[src/rtl/multicycle_controller_if.sv]
// Control bundle between the multi-cycle controller and the datapath.
// master: controller (drives selects/strobes, sees op/funct3/zero/mem_ready); slave: datapath.
interface multicycle_controller_if;
    logic [6:0] op;
    logic [2:0] funct3;
    logic       zero;
    logic       mem_ready;
    logic       pc_write;
    logic       adr_src;
    logic       mem_write;
    logic       ir_write;
    logic [1:0] result_src;
    logic [1:0] alu_src_a;
    logic [1:0] alu_src_b;
    logic       reg_write;
    logic [1:0] alu_op;
    logic [3:0] state;
    logic       trap;

    modport master (
        input  op, funct3, zero, mem_ready,
        output pc_write, adr_src, mem_write, ir_write, result_src,
        output alu_src_a, alu_src_b, reg_write, alu_op, state, trap
    );

    modport slave (
        output op, funct3, zero, mem_ready,
        input  pc_write, adr_src, mem_write, ir_write, result_src,
        input  alu_src_a, alu_src_b, reg_write, alu_op, state, trap
    );
endinterface

[src/rtl/multicycle_controller.sv]
// Main control FSM of the multi-cycle RV32I core (fetch/decode/lw/sw/R/I/beq/bne/jal, sticky TRAP).
// Ports: clk, reset (sync, active-high), ctl (master modport), cycle_count/instret with MC_PERF_CNT_EN.
module multicycle_controller #(
    parameter int CNT_W = 32
) (
    input  logic                      clk,
    input  logic                      reset,
`ifdef MC_PERF_CNT_EN
    output logic [CNT_W-1:0]          cycle_count,
    output logic [CNT_W-1:0]          instret,
`endif
    multicycle_controller_if.master   ctl
);

    if (CNT_W < 1) begin : g_bad_cnt_w
        $error("CNT_W must be at least 1");
    end

    typedef enum logic [3:0] {
        FETCH    = 4'd0,
        DECODE   = 4'd1,
        MEMADR   = 4'd2,
        MEMREAD  = 4'd3,
        MEMWB    = 4'd4,
        MEMWRITE = 4'd5,
        EXECR    = 4'd6,
        EXECI    = 4'd7,
        ALUWB    = 4'd8,
        BRANCH   = 4'd9,
        JAL      = 4'd10,
        TRAP     = 4'd11
    } state_t;

    localparam logic [6:0] OP_LW  = 7'b0000011;
    localparam logic [6:0] OP_SW  = 7'b0100011;
    localparam logic [6:0] OP_R   = 7'b0110011;
    localparam logic [6:0] OP_I   = 7'b0010011;
    localparam logic [6:0] OP_BR  = 7'b1100011;
    localparam logic [6:0] OP_JAL = 7'b1101111;

    state_t state_q;

    always_ff @(posedge clk) begin
        if (reset) begin
            state_q <= FETCH;
        end else begin
            unique case (state_q)
                FETCH:    state_q <= ctl.mem_ready ? DECODE : FETCH;
                DECODE: begin
                    unique case (ctl.op)
                        OP_LW, OP_SW: state_q <= MEMADR;
                        OP_R:         state_q <= EXECR;
                        OP_I:         state_q <= EXECI;
                        OP_BR:        state_q <= BRANCH;
                        OP_JAL:       state_q <= JAL;
                        default:      state_q <= TRAP;
                    endcase
                end
                MEMADR:   state_q <= ctl.op[5] ? MEMWRITE : MEMREAD;
                MEMREAD:  state_q <= ctl.mem_ready ? MEMWB : MEMREAD;
                MEMWB:    state_q <= FETCH;
                MEMWRITE: state_q <= ctl.mem_ready ? FETCH : MEMWRITE;
                EXECR:    state_q <= ALUWB;
                EXECI:    state_q <= ALUWB;
                ALUWB:    state_q <= FETCH;
                BRANCH:   state_q <= FETCH;
                JAL:      state_q <= ALUWB;
                TRAP:     state_q <= TRAP;
                default:  state_q <= FETCH;
            endcase
        end
    end

    logic       pc_w;
    logic       ir_w;
    logic       mem_w;
    logic       reg_w;
    logic       br_take;

    // Only beq/bne are decoded; other funct3 values never redirect.
    always_comb begin
        br_take = 1'b0;
        if (ctl.funct3 == 3'b000) begin
            br_take = ctl.zero;
        end else if (ctl.funct3 == 3'b001) begin
            br_take = ~ctl.zero;
        end
    end

    always_comb begin
        pc_w           = 1'b0;
        ir_w           = 1'b0;
        mem_w          = 1'b0;
        reg_w          = 1'b0;
        ctl.adr_src    = 1'b0;
        ctl.result_src = 2'b00;
        ctl.alu_src_a  = 2'b00;
        ctl.alu_src_b  = 2'b00;
        ctl.alu_op     = 2'b00;
        ctl.trap       = 1'b0;
        unique case (state_q)
            FETCH: begin
                ctl.alu_src_b  = 2'b10;
                ctl.result_src = 2'b10;
                ir_w           = ctl.mem_ready;
                pc_w           = ctl.mem_ready;
            end
            DECODE: begin
                ctl.alu_src_a = 2'b01;
                ctl.alu_src_b = 2'b01;
            end
            MEMADR: begin
                ctl.alu_src_a = 2'b10;
                ctl.alu_src_b = 2'b01;
            end
            MEMREAD: begin
                ctl.adr_src = 1'b1;
            end
            MEMWB: begin
                ctl.result_src = 2'b01;
                reg_w          = 1'b1;
            end
            MEMWRITE: begin
                ctl.adr_src = 1'b1;
                mem_w       = 1'b1;
            end
            EXECR: begin
                ctl.alu_src_a = 2'b10;
                ctl.alu_op    = 2'b10;
            end
            EXECI: begin
                ctl.alu_src_a = 2'b10;
                ctl.alu_src_b = 2'b01;
                ctl.alu_op    = 2'b10;
            end
            ALUWB: begin
                reg_w = 1'b1;
            end
            BRANCH: begin
                ctl.alu_src_a = 2'b10;
                ctl.alu_op    = 2'b01;
                pc_w          = br_take;
            end
            JAL: begin
                ctl.alu_src_a = 2'b01;
                ctl.alu_src_b = 2'b10;
                pc_w          = 1'b1;
            end
            TRAP: begin
                ctl.trap = 1'b1;
            end
            default: begin
            end
        endcase
    end

    // Architectural strobes are suppressed for the whole reset cycle,
    // including a store that is aborted mid-wait.
    assign ctl.pc_write  = pc_w & ~reset;
    assign ctl.ir_write  = ir_w & ~reset;
    assign ctl.mem_write = mem_w & ~reset;
    assign ctl.reg_write = reg_w & ~reset;
    assign ctl.state     = state_q;

`ifdef MC_PERF_CNT_EN
    logic retire;

    // States whose successor is FETCH complete an instruction.
    always_comb begin
        retire = 1'b0;
        unique case (state_q)
            MEMWB, ALUWB, BRANCH: retire = 1'b1;
            MEMWRITE:             retire = ctl.mem_ready;
            default:              retire = 1'b0;
        endcase
    end

    always_ff @(posedge clk) begin
        if (reset) begin
            cycle_count <= '0;
            instret     <= '0;
        end else begin
            if (state_q != TRAP) begin
                cycle_count <= cycle_count + 1'b1;
            end
            if (retire) begin
                instret <= instret + 1'b1;
            end
        end
    end
`endif

endmodule

[src/flat_wrapper.sv]
// flat-port wrapper written by rule: the top's interface ports become plain ports
module multicycle_controller_flat 
#(
    parameter int CNT_W = 32
)
  (clk, reset, ctl_op, ctl_funct3, ctl_zero, ctl_mem_ready, ctl_pc_write, ctl_adr_src, ctl_mem_write, ctl_ir_write, ctl_result_src, ctl_alu_src_a, ctl_alu_src_b, ctl_reg_write, ctl_alu_op, ctl_state, ctl_trap);
  multicycle_controller_if ctl_i ();
  input  logic clk;
  input  logic reset;
  input wire logic [$bits(ctl_i.op)-1:0] ctl_op;
  input wire logic [$bits(ctl_i.funct3)-1:0] ctl_funct3;
  input wire logic [$bits(ctl_i.zero)-1:0] ctl_zero;
  input wire logic [$bits(ctl_i.mem_ready)-1:0] ctl_mem_ready;
  output wire logic [$bits(ctl_i.pc_write)-1:0] ctl_pc_write;
  output wire logic [$bits(ctl_i.adr_src)-1:0] ctl_adr_src;
  output wire logic [$bits(ctl_i.mem_write)-1:0] ctl_mem_write;
  output wire logic [$bits(ctl_i.ir_write)-1:0] ctl_ir_write;
  output wire logic [$bits(ctl_i.result_src)-1:0] ctl_result_src;
  output wire logic [$bits(ctl_i.alu_src_a)-1:0] ctl_alu_src_a;
  output wire logic [$bits(ctl_i.alu_src_b)-1:0] ctl_alu_src_b;
  output wire logic [$bits(ctl_i.reg_write)-1:0] ctl_reg_write;
  output wire logic [$bits(ctl_i.alu_op)-1:0] ctl_alu_op;
  output wire logic [$bits(ctl_i.state)-1:0] ctl_state;
  output wire logic [$bits(ctl_i.trap)-1:0] ctl_trap;
  assign ctl_i.op = ctl_op;
  assign ctl_i.funct3 = ctl_funct3;
  assign ctl_i.zero = ctl_zero;
  assign ctl_i.mem_ready = ctl_mem_ready;
  assign ctl_pc_write = ctl_i.pc_write;
  assign ctl_adr_src = ctl_i.adr_src;
  assign ctl_mem_write = ctl_i.mem_write;
  assign ctl_ir_write = ctl_i.ir_write;
  assign ctl_result_src = ctl_i.result_src;
  assign ctl_alu_src_a = ctl_i.alu_src_a;
  assign ctl_alu_src_b = ctl_i.alu_src_b;
  assign ctl_reg_write = ctl_i.reg_write;
  assign ctl_alu_op = ctl_i.alu_op;
  assign ctl_state = ctl_i.state;
  assign ctl_trap = ctl_i.trap;
  multicycle_controller #(.CNT_W(CNT_W)) u_core (.clk(clk), .reset(reset), .ctl(ctl_i));
endmodule
[config.mk]
export PLATFORM = sky130hd
export DESIGN_NAME = multicycle_controller_flat
export DESIGN_NICKNAME = d
export VERILOG_FILES = /design/src/rtl/multicycle_controller_if.sv /design/src/rtl/multicycle_controller.sv /design/src/flat_wrapper.sv
export SDC_FILE = /design/constraint.sdc
export NUM_CORES = 1
export LEC_CHECK = 0
export CAP_MARGIN = 20
export CORE_MARGIN = 1.5
export CORE_UTILIZATION = 39
export CTS_CLUSTER_SIZE = 20
export DETAILED_ROUTE_END_ITERATION = 7
export PLACE_DENSITY = 0.83
export SYNTH_ARGS = -nofsm -noshare
export SYNTH_HDL_FRONTEND = slang
export SYNTH_SLANG_ARGS = --single-unit
[constraint.sdc]
create_clock -name clk -period 3.85 [get_ports clk]
set_input_delay 0.77 -clock clk [delete_from_list [all_inputs] [get_ports clk]]
set_output_delay 0.77 -clock clk [all_outputs]
set_load 0.05 [all_outputs]
# [Word level (Yosys, flattened, before mapping)]
# Cells that the tools add are included.
[totals] register_bits=4 latch_bits=0 mem_bits_rw=0 mem_bits_ro=0 inputBits=14 out_inout_bits=18 elab_cells=54 mem_count=0
[op_classes] add_sub_neg=0 multipliers=0 div_mod_pow=0 n_lt_le_gt_ge=0 eq_ne=18 n_shift=0 n_mux=18 bitwise=6 n_reduce_logical=11
[op_table] cell="one-hot mux 4 bit (7 select lines)" count=1
[op_table] cell="one-hot mux 4 bit (5 select lines)" count=1
[op_table] cell="== test 4 x 3 -> 1 bit (second input constant)" count=4
[op_table] cell="== test 4 bit (second input constant)" count=4
[op_table] cell="one-hot mux 2 bit (2 select lines)" count=4
[op_table] cell="== test 7 x 6 -> 1 bit (second input constant)" count=2
[op_table] cell="== test 7 bit (second input constant)" count=2
[op_table] cell="OR reduction 2 bit" count=6
[op_table] cell="two-way mux 3 bit" count=3
[op_table] cell="== test 4 x 2 -> 1 bit (second input constant)" count=2
[op_table] cell="two-way mux 1 bit" count=8
[op_table] cell="== test 7 x 2 -> 1 bit (second input constant)" count=1
[op_table] cell="== test 7 x 5 -> 1 bit (second input constant)" count=1
[op_table] cell="OR reduction 3 bit" count=2
[op_table] cell="bitwise AND 1 bit" count=4
[op_table] cell="== test 4 x 1 -> 1 bit (second input constant)" count=1
[op_table] cell="zero test 4 bit" count=1
[op_table] cell="OR reduction 4 bit" count=1
[op_table] cell="== test 3 x 1 -> 1 bit (second input constant)" count=1
[op_table] cell="zero test 3 bit" count=1
[op_table] cell="one-hot mux 1 bit (3 select lines)" count=1
[op_table] cell="inverter 1 bit" count=2

# [Logic depth before layout (Yosys ltp)]
[logic_depth] word_depth=5 ltp_mapped=6 ltp_nobuf=4

# [Worst setup path after synthesis]
# OpenSTA, ideal clock, no wires.
[synth_path] path_type="reg2out" start="register u_core.state_q[2], in the netlist u_core.ctl.state[2]" end="output ctl_ir_write" t_arrival_ns=2.452 t_required_ns=3.080 slack_ns=0.628 stages_incl_launch_ff=6 path_buffers=2 cell_sequence="dfxtp_1 -> buf_4 -> buf_2 -> nor2_1 -> nand2_1 -> nor4_1"
[synth_between] elab_chain_cells=3
[synth_lines] item="from (decl)" line_no="multicycle_controller.sv:41" rtl="state_t state_q;"
[synth_lines] item="from (signal assigned)" line_no="multicycle_controller.sv:48" rtl="FETCH: state_q <= ctl.mem_ready ? DECODE : FETCH;"
[synth_lines] item="from (signal assigned)" line_no="multicycle_controller.sv:59" rtl="MEMADR: state_q <= ctl.op[5] ? MEMWRITE : MEMREAD;"
[synth_lines] item="from (signal assigned)" line_no="multicycle_controller.sv:60" rtl="MEMREAD: state_q <= ctl.mem_ready ? MEMWB : MEMREAD;"
[synth_lines] item="zero test 4 bit" line_no="multicycle_controller.sv:101" rtl="unique case (state_q)"
[synth_lines] item="two-way mux 1 bit" line_no="multicycle_controller.sv:101"
[synth_lines] item="bitwise AND 1 bit" line_no="multicycle_controller.sv:160" rtl="assign ctl.ir_write = ir_w & ~reset;"
[synth_lines] item="to (decl)" line_no="flat_wrapper.sv:17" rtl="output wire logic [$bits(ctl_i.ir_write)-1:0] ctl_ir_write;"
# No other way between the ends.

# [Worst setup path in the final report]
[layout_path] start="register u_core.state_q[3], in the netlist u_core.ctl.state[3]" end="output ctl_pc_write"
[layout_between] elab_chain_cells=3 word_cells_on_any_way=5 classes_between="eq/ne: 2; mux: 1; bitwise: 1; reduce/logical: 1"
[layout_lines] item="== test 4 bit / zero test 4 bit (equally long branches)" line_no="multicycle_controller.sv:101"
[layout_lines] item="one-hot mux 1 bit (3 select lines) *" line_no="multicycle_controller.sv:101"
[layout_lines] item="bitwise AND 1 bit *" line_no="multicycle_controller.sv:159" rtl="assign ctl.pc_write = pc_w & ~reset;"
[layout_lines] item="to (decl)" line_no="flat_wrapper.sv:14" rtl="output wire logic [$bits(ctl_i.pc_write)-1:0] ctl_pc_write;"
# Mark *: on every way between the ends. The rest lies on a longest branch, timed or not.

==> results.md <==
- Setup violators final: 0
- Layout cells sized above 1: 6.48%
- Nets: 124
- Htree depth: 1
- Global-route wire length before repair: 2.10 mm
- CTS tree: done
- Synth Warn #: 0
- Die width: 39.9 um
- Startpoint types: flop
- Gate power share: 78.9%
- CTS buffer count: 3
- # hold bufs at CTS: 0
- Top cells by count, synth: 9 x a21oi_1, 9 x nor2_1, 6 x nand2_1
- CTS sink cnt: 4
- Worst slew pin tran: 0.697 ns
- Crit path DAT: 2.53 ns
- Fill cells: 110
- Cell area after synthesis: 531 um^2
- DPL Wire Length: 1.07 mm
- FFs w/ async S/R, synth: 0%
- Row cnt: 13
- DR iter-0 viols: 13
- ANT nets after route: 0
- Area Overhead vs Synth: 60.6%
- Slew HR: 53.5%
- Port bufs: 31
- Slew Limit Fails: 0
- Hold Startpoint: u_core.ctl.state[0]$_SDFF_PP0_
- Total die area: 1590 um^2
- Total length of routed wires: 1.43 mm
- Clk buf depth: 2
- RSZ-0062 raised after global routing: no
- Data required time of the worst path: 3.08 ns
- Critical path launch point: u_core.ctl.state[3]$_SDFF_PP0_
- Routed vias/inst: 5.28
- Avg Synthesized Cell Area: 6.72 um^2
- P per Cell Area: 881 nW/um^2
- Post-synth EDFFs: 0
- Number of global-route vias before repair: 477
- Sw frac: 59.3%
- Grt ovf: 0
- Clock share of power: 7.3%
- HP Class: flop to flop
- Yosys reg bits: 4
- Post-CTS Resized: 0
- Setup TNS: 0 ns
- Worst R2R Start: u_core.ctl.state[2]$_SDFF_PP0_
- Number of antenna violations at the first check in global routing: 0
- Starting density of the core: 41.3%
- Vias: 650
- Sw Pwr: 0.445 mW
- Seq/Total Area, Yosys: 15.1%
- Main flop type after synthesis: dfxtp_1
- Fin crit period: 3.30 ns
- Net count after synthesis: 93
- N_diodes: 0
- Leak pwr: 0.303 nW
- Final hold violations: 0
- Total track usage: 19.5%
- Top cells by area, synth: dfxtp_1 15%, a21oi_1 8.5%, nor2_1 6.4%, xnor2_1 5.0%, nand2b_1 4.7%
- Root buffer selected by CTS: clkbuf_4
- F_max: 303 MHz
- Pint: 0.305 mW
- IO Pins: 32
- Largest net degree at the start of global routing: 21
- Detailed Routing Iterations Pass 1: 4
- Critical path peak fanout: 15
- Max-Cap Viols: 0
- Post-Synthesis Cells: 79
- Cell taking the most area after synthesis: dfxtp_1
- Sequential Power Share: 13.8%
- Fin crit share: 85.7%
- Top-area cell type share of the netlist area: 15.1%
- Setup CP Type: flop to output pin
- Critical Path End Type: output pin
- Worst Skew: 0.0000489 ns
- DRC: 0
- Clock latency on the worst-skew pair: 0.24 ns
- Outcome: finished clean
- Drt wl/cell: 11.6 um
- Worst VDD drop: 482 uV
- Tot Pwr: 0.751 mW
- Clock-pin slew on the worst setup and hold paths: 0.04 ns
- RePlAce Congestion: 0.875
- Post-synthesis cell type count: 31
- Setup Buffers After CTS: 0
- DIE HEIGHT: 39.9 um
- CORE AREA: 1280 um^2
- Max reg flops: 4
layout by cell type, fill, tap and decap left out, drive strengths merged:
cell type | Yosys | routed
a21o | 2 | 2
a21oi | 9 | 9
a31oi | 1 | 1
and3 | 3 | 3
buf | 5 | 1
clkbuf | 1 | 3
clkdlybuf4s50 | 0 | 31
dfxtp | 4 | 4
inv | 2 | 2
mux2i | 1 | 1
nand2 | 6 | 6
nand2b | 4 | 4
nand3 | 1 | 1
nand3b | 2 | 2
nand4 | 1 | 1
nand4bb | 1 | 1
nor2 | 9 | 9
nor2b | 2 | 2
nor3 | 5 | 5
nor4 | 4 | 4
nor4b | 1 | 1
o21a | 1 | 1
o21ai | 5 | 5
o22ai | 2 | 2
or2 | 1 | 1
or3 | 2 | 2
or3b | 1 | 1
xnor2 | 3 | 3
final timing paths:
path,to,slack [ns],depth (start not counted)
worst max-delay path,ctl_pc_write,0.55,5
worst min-delay path,u_core.ctl.state[0]$_SDFF_PP0_,0.67,3
worst max register to register,u_core.ctl.state[2]$_SDFF_PP0_,2.19,4
worst min register to register,u_core.ctl.state[0]$_SDFF_PP0_,0.67,3
stage by stage:
stage | area [um^2] | instances | util (%) | setup WS [ns] | hold WS [ns]
2_1_floorplan | 531 | 79 | - | 0.628 | 0.891
3_3_place_gp | 830 | 120 | 64.6 | 0.608 | 0.680
3_5_place_dp | 830 | 120 | 64.6 | 0.584 | 0.667
4_1_cts | 852 | 123 | 66.3 | 0.538 | 0.675
5_1_grt | 852 | 123 | 66.3 | 0.405 | 0.717
6_report | 852 | 123 | 66.3 | 0.549 | 0.673
metal layers:
metal	up-vias	share of wire, %	global-route usage [%]
met4	0	0	2.59
met1	284	47	26.5
met3	0	5.0	6.82
met5	-	0	0
li1	346	-	-
met2	20	48	29.4
layout make-up:
| class | count | area (um^2) | area share, % |
|---|---|---|---|
| Timing Repair Buffer | 32 | 318 | 37.3 |
| Multi-Input combinational cell | 67 | 405 | 47.6 |
| Inverter | 2 | 7.51 | 0.881 |
| Sequential cell | 4 | 80.1 | 9.40 |
| Clock buffer | 3 | 22.5 | 2.64 |
| Tap cell | 15 | 18.8 | 2.20 |
power groups by stage:
stage	clock network (mW)	logic (mW)	registers (mW)
2_1_floorplan	0	0.401	0.125
3_3_place_gp	0	0.590	0.103
3_5_place_dp	0	0.591	0.104
4_1_cts	0.0565	0.594	0.103
5_1_grt	0.0608	0.632	0.108
6_report	0.0547	0.592	0.104
worst max-delay path: stages (launching register included):
cell and delay (ns):
dfxtp_1 0.68, inv_2 0.13, or2_1 0.29, nor4_2 0.24, o21a_1 0.16, clkdlybuf4s50_1 0.79
kinds of logic (layout without fill, tap and decap cells):
kind of cell / Yosys count / after routing / share of synthesized area, %
DFF: 4 / 4 / 15.1
muxes: 1 / 1 / 1.89
AOI/OAI and AO/OA: 20 / 20 / 21.0
and+or+nand+nor: 43 / 43 / 48.6
buffers and inverters: 8 / 37 / 8.49
xor gates and xnor gates: 3 / 3 / 4.95
(Power assumes the default switching activity.)
